File: src/rtl/fpu_pkg.sv
// Shared FP32 types, constants and the round-to-nearest-even helper for the adder datapath.
package fpu_pkg;

  localparam int FP_EXP_W  = 8;
  localparam int FP_FRAC_W = 23;
  localparam int FP_MANT_W = FP_FRAC_W + 1;
  localparam int FP_LZ_W   = 5;
  localparam int EXP_BIAS  = 127;
  localparam int EXP_MAX   = 255;

  typedef struct packed {
    logic                 sign;
    logic [FP_EXP_W-1:0]  exp;
    logic [FP_FRAC_W-1:0] mant;
  } fp32_t;

  // Stage-1 register contents: raw sum plus the leading-zero count.
  typedef struct packed {
    logic                 sign;
    logic [FP_EXP_W-1:0]  exp;
    logic [FP_MANT_W-1:0] mant;
    logic [2:0]           grs;
    logic [FP_LZ_W-1:0]   lz;
    logic                 carry;
    logic                 zero;
  } norm_in_t;

  // Returns {carry_out, mantissa}; a set carry_out means the mantissa wrapped past 1.111...
  function automatic logic [FP_MANT_W:0] round_rne(
    input logic [FP_MANT_W-1:0] mant,
    input logic                 g,
    input logic                 r,
    input logic                 s
  );
    logic inc;
    inc = g & (r | s | mant[0]);
    return {1'b0, mant} + {{FP_MANT_W{1'b0}}, inc};
  endfunction

endpackage

File: src/rtl/fpu_add_normalize_lopd.sv
// Leading-one detector: counts zeros above the first set bit of a 24-bit mantissa.
// Combinational, no latency; no handshake (pure function of its input).
// An all-zero input raises zero and reports lz = 0.
module fpu_add_normalize_lopd (
  input  logic [23:0] mant,
  output logic [4:0]  lz,
  output logic        zero
);

  // Scan upward so the highest set bit has the final say.
  always_comb begin
    lz = 5'd0;
    for (int i = 0; i < 24; i++) begin
      if (mant[i]) lz = 5'(23 - i);
    end
  end

  assign zero = ~|mant;

endmodule

File: src/rtl/fpu_add_normalize.sv
// FP32 adder post-normalise and RNE round stage, packing an IEEE-754 single result.
// Latency: 2 cycles (stage 1 = LOPD register, stage 2 = normalise/round/pack register).
// Backpressure: each stage holds while its successor is full and not draining; o_ready = !s1_valid | s2_advance.
module fpu_add_normalize
  import fpu_pkg::*;
#(
  parameter int SIZE_MANT = 24,
  parameter int SIZE_EXP  = 8,
  parameter int SIZE_LOPD = 5
) (
  input  logic                i_clk,
  input  logic                i_rst,
  input  logic                i_valid,
  output logic                o_ready,
  input  logic                i_sign,
  input  logic [SIZE_EXP-1:0] i_exp,
  input  logic [SIZE_MANT:0]  i_mant,
  input  logic [2:0]          i_grs,
  output logic                o_valid,
  input  logic                i_ready,
  output logic [31:0]         o_result,
  output logic                o_overflow,
  output logic                o_underflow
);

  logic [SIZE_LOPD-1:0] lz;
  logic                 mant_zero;
  norm_in_t             s1_d;
  norm_in_t             s1;
  logic                 s1_valid;
  logic                 s2_advance;

  fpu_add_normalize_lopd u_lopd (
    .mant (i_mant[SIZE_MANT-1:0]),
    .lz   (lz),
    .zero (mant_zero)
  );

  always_comb begin
    s1_d.sign  = i_sign;
    s1_d.exp   = i_exp;
    s1_d.mant  = i_mant[SIZE_MANT-1:0];
    s1_d.grs   = i_grs;
    s1_d.lz    = lz;
    s1_d.carry = i_mant[SIZE_MANT];
    s1_d.zero  = mant_zero;
  end

  assign s2_advance = !o_valid || i_ready;
  assign o_ready    = !s1_valid || s2_advance;

  // Stage 2: normalise into a 27-bit {mant, G, R, S} window.
  logic signed [9:0] exp10;
  logic        [5:0] lz_eff;
  logic        [7:0] sub_sh;
  logic       [26:0] sh;
  logic       [23:0] n_mant;
  logic              n_g;
  logic              n_r;
  logic              n_s;
  logic signed [9:0] n_exp;
  logic              subn;
  logic       [24:0] rnd;
  logic signed [9:0] f_exp;
  logic       [22:0] f_frac;
  fp32_t             res;
  logic              ovf;
  logic              unf;

  always_comb begin
    exp10  = $signed({2'b00, s1.exp});
    // A zero mantissa with live guard/round bits normalises from below bit 0.
    lz_eff = s1.zero ? 6'd24 : {1'b0, s1.lz};
    sub_sh = (s1.exp == 8'd0) ? 8'd0 : s1.exp - 8'd1;
    sh     = '0;
    n_mant = s1.mant;
    n_g    = s1.grs[2];
    n_r    = s1.grs[1];
    n_s    = s1.grs[0];
    n_exp  = exp10;
    subn   = 1'b0;
    if (s1.carry) begin
      n_mant = {1'b1, s1.mant[23:1]};
      n_g    = s1.mant[0];
      n_r    = s1.grs[2];
      n_s    = s1.grs[1] | s1.grs[0];
      n_exp  = exp10 + 10'sd1;
    end else if ({4'b0000, lz_eff} < {2'b00, s1.exp}) begin
      // Sticky stays put; the bottom slot only ever receives shifted-in zeros.
      sh     = {s1.mant, s1.grs[2:1], 1'b0} << lz_eff;
      n_mant = sh[26:3];
      n_g    = sh[2];
      n_r    = sh[1];
      n_s    = s1.grs[0] | sh[0];
      n_exp  = exp10 - $signed({4'b0000, lz_eff});
    end else begin
      // Stop at the minimum exponent: exponent field 0 encodes the same scale as 1.
      sh     = {s1.mant, s1.grs[2:1], 1'b0} << sub_sh;
      n_mant = sh[26:3];
      n_g    = sh[2];
      n_r    = sh[1];
      n_s    = s1.grs[0] | sh[0];
      n_exp  = 10'sd0;
      subn   = 1'b1;
    end
  end

  always_comb begin
    rnd = round_rne(n_mant, n_g, n_r, n_s);
    if (rnd[24]) begin
      f_frac = 23'd0;
      f_exp  = n_exp + 10'sd1;
    end else begin
      f_frac = rnd[22:0];
      // A subnormal that rounds up into the hidden bit becomes the smallest normal.
      f_exp  = subn ? (rnd[23] ? 10'sd1 : 10'sd0) : n_exp;
    end
  end

  always_comb begin
    res  = '0;
    ovf  = 1'b0;
    unf  = 1'b0;
    if (s1.zero && !s1.carry && (s1.grs == 3'b000)) begin
      res.sign = s1.sign;
    end else if (f_exp >= $signed(10'(EXP_MAX))) begin
      res.sign = s1.sign;
      res.exp  = 8'hFF;
      ovf      = 1'b1;
    end else begin
      res.sign = s1.sign;
      res.exp  = f_exp[7:0];
      res.mant = f_frac;
      unf      = subn;
    end
  end

  always_ff @(posedge i_clk) begin
    if (i_rst) begin
      s1_valid    <= 1'b0;
      s1          <= '0;
      o_valid     <= 1'b0;
      o_result    <= '0;
      o_overflow  <= 1'b0;
      o_underflow <= 1'b0;
    end else begin
      if (o_ready) begin
        s1_valid <= i_valid;
        if (i_valid) s1 <= s1_d;
      end
      if (s2_advance) begin
        o_valid <= s1_valid;
        if (s1_valid) begin
          o_result    <= res;
          o_overflow  <= ovf;
          o_underflow <= unf;
        end
      end
    end
  end

endmodule

File: config.mk
export PLATFORM = sky130hd
export DESIGN_NAME = fpu_add_normalize
export DESIGN_NICKNAME = d
export VERILOG_FILES = /design/src/rtl/fpu_pkg.sv /design/src/rtl/fpu_add_normalize_lopd.sv /design/src/rtl/fpu_add_normalize.sv
export SDC_FILE = /design/constraint.sdc
export NUM_CORES = 1
export LEC_CHECK = 0
export ABC_AREA = 1
export CAP_MARGIN = 30
export CORE_AREA = 3 3 128 130
export DETAILED_ROUTE_END_ITERATION = 16
export DIE_AREA = 0 0 131 133
export GPL_TIMING_DRIVEN = 0
export PLACE_DENSITY = 0.87
export SLEW_MARGIN = 20
export SYNTH_ARGS = -nofsm -noshare
export SYNTH_HDL_FRONTEND = slang
export SYNTH_HIERARCHICAL = 1
export SYNTH_SLANG_ARGS = --single-unit
File: constraint.sdc
create_clock -name i_clk -period 4.5 [get_ports i_clk]
set_input_delay 0.675 -clock i_clk [delete_from_list [all_inputs] [get_ports i_clk]]
set_output_delay 0.675 -clock i_clk [all_outputs]
set_load 0.005 [all_outputs]
==> metrics.txt, run 1 <==
outcome=complete, but fails checks; violations in the final reports=setup timing; layout cell share with drive strength beyond 1=0.163; Worst Tran Pin Value=0.970 ns; all-layer global routing usage=0.386; Max Fclk=0.218 GHz; worst slack at placement=-1.28 ns; cell count after placement=1681; Final Max Tran Viols=0; Yosys top cell area share=0.192; I/O Buffers=75; syn nets=1447; YS warnings=6; Synth Register Bits=79; drt drc=0; Pint=1710 uW; crit path DAT=4.81 ns; final number of hold-violating endpoints=0; clk_skew=0.00744 ns; Util after Layout=0.678; final setup TNS=-1.37 ns; Seq pwr share=0.256; final worst slack=-0.0966 ns; Final #Nets=1571; Total Wirelength=35.8 mm; dominant synthesized flop cell=dfxtp_1; Slew HR=0.347; power share of the clock group=0.229; top cells by area, synth=dfxtp_1 19%, nand2_1 16%, nand3_1 11%, inv_1 6.0%, nor2_1 5.8%; Routability Congestion=1.07; Tmin final=4.60 ns; number of global-route vias before repair=9544; first-pass GRT wire length=51.6 mm; H-tree levels=3; Worst EP required=4.72 ns; CTS clock-pin slew for the worst setup and hold paths=0.07 ns; # setup viols final=22; nature of the critical path endpoint=register; clk sink count=79; Synth async-reset ratio=0; Worst Hold Class=register to register; DRT iter0 DRCs=1356; die height=133 um; slowest CP cell=o21ai_0; leak pwr=0.00444 uW; Critical Path Source Type=register; Crit Path Max Fanout=19; Die X=131 um; number of synthesized flops with an enable pin=0; most frequent cells in the layout=338 x nand2_1, 165 x nand3_1, 119 x inv_1, 119 x nor2_1, 88 x o21ai_0; Seq/Total Area, Yosys=0.192; Clock Latency Late Sink=0.36 ns; Overall Power=3200 uW; drt first pass iters=6; largest net degree at the start of global routing=20; syn avg cell area=5.89 um^2; CP top delay family=compound AO/OA/AOI/OAI gates; max-cap check violation count=0; Critical Path Max Stage Delay=0.51 ns; # IOs=77; Comb power frac=0.515; P per Cell Area=309 nW/um^2; Net Sw Power=1490 uW; Longest Clk Path Bufs=2; Gate Count Post-Synth=1395; sw frac=0.464; Layout Cells excl Fill=1735; clock root buffer=clkbuf_16; WS Path Type=register to register; detailed placement HPWL=26.9 mm; CP bufs+invs=4; antenna cell count=0; drt wl/cell=20.6 um; CTS tree=done; DR vias/cell=6.16; Mapped Area=8220 um^2; Tcrit/Tclk final=1.02; commonest non-fill, non-tap cell in the layout=nand2_1; Synth area leader=dfxtp_1; Core ar.=15300 um^2; total gr overflow=0; Routed Antenna Nets=0; Cell Rows=45; Yosys cell types=52; initial antenna violation count=0; area grow syn2layout=25.9%; Via Count=10700; Post-CTS Hold Fix Bufs=0; DIE AREA=17400 um^2; VDD IR max=0.000238 V; CTS Buf Count=9; initial core utilization=0.539
==> per-stage QoR <==
| step | hold WS, ns | area (um^2) |
|---|---|---|
| global route | 0.481 | 10400 |
| finish | 0.462 | 10400 |
| global placement | 0.452 | 9240 |
| floorplan | 0.440 | 8220 |
| CTS | 0.464 | 9690 |
| detailed placement | 0.454 | 9240 |
==> path summary, 6_finish.rpt <==
path	cells after the start	slack (ns)	end	start
worst min register to register	2	0.46	o_result[10]$_SDFFE_PP0P_	o_result[10]$_SDFFE_PP0P_
worst max-delay path	26	-0.1	o_result[22]$_SDFFE_PP0P_	s1[0]$_SDFFE_PP0P_
worst min-delay path	2	0.46	o_result[10]$_SDFFE_PP0P_	o_result[10]$_SDFFE_PP0P_
worst max register to register	26	-0.1	o_result[22]$_SDFFE_PP0P_	s1[0]$_SDFFE_PP0P_
==> metal layers <==
metal | global-route usage | part of all wire | routed length (um) | vias to the layer above
met5 | 0 | 0 | 0 | -
met4 | 0.203 | 0.067 | 2400 | 0
met3 | 0.109 | 0.11 | 3760 | 181
met2 | 0.588 | 0.44 | 15800 | 649
met1 | 0.488 | 0.38 | 13800 | 4899
li1 | - | - | - | 4961
==> cells in the mapped netlist, types with 9 or more instances <==
cell      number
nand2_1      347
nand3_1      177
inv_1        132
nor2_1       127
o21ai_0       95
dfxtp_1       79
a21oi_1       72
nand4_1       62
clkbuf_1      44
a211oi_1      36
buf_2         25
nand3_2       25
xor2_1        19
a21oi_2       10
ha_1          10
o21ai_1       10
inv_2          9
nand2_2        9
nor2_2         9
==> registers in the layout, indices dropped and copies added (netlist names) <==
register / cells
o_valid: 1
s1_valid: 1
s1: 35
o_underflow: 1
exp10: 8
o_result: 32
o_overflow: 1
==> what timing repair did <==
| item | CTS | global route |
|---|---|---|
| gates resized for setup | 42 | 101 |
| setup buffers | 6 | 33 |
| cloned | 0 | 2 |
| pin swaps | 6 | 28 |
| endpoints found under the setup margin | 32 | 32 |
| endpoints found under the hold margin | 0 | 0 |
==> logic make-up after synthesis <==
family                     count (synthesis)  share of synthesized area
adders and majority gates                 11                     0.0177
buffers and inverters                    224                      0.113
AOI/OAI and AO/OA                        260                      0.186
muxes                                      4                    0.00487
DFF                                       79                      0.192
xor gates and xnor gates                  27                     0.0288
and+or+nand+nor                          790                      0.457
==> area by class of cell <==
cell class                 instances  area, um^2
timing repair buffer             116        1110
sequential                        79        1590
multi-input combinational       1092        6070
clock inverter                     7        62.6
clock buffer                       9         225
inverter                         143         554
fill                            1323        4910
tap                              211         264
buffer                            78         474
==> power groups by stage <==
stage | sequential (uW) | clock [uW] | combinational (uW)
detailed placement | 825 | 0 | 1400
global route | 822 | 755 | 1760
global placement | 824 | 0 | 1390
floorplan | 799 | 0 | 973
finish | 820 | 733 | 1650
CTS | 811 | 726 | 1440
==> tightest hold or removal path, stage by stage (launching register included) <==
cell,delay [ns]
dfxtp_1,0.31
nand2_1,0.06
a21oi_1,0.05
(Power assumes the default switching activity.)
==> inputs of run 2 (changes only) <==
CTS_CLUSTER_SIZE = 8   (was not set)
TNS_END_PERCENT = 1   (was not set)
==> results of run 2 <==
Final layout, timing and power as in run 1 (identical DEF).
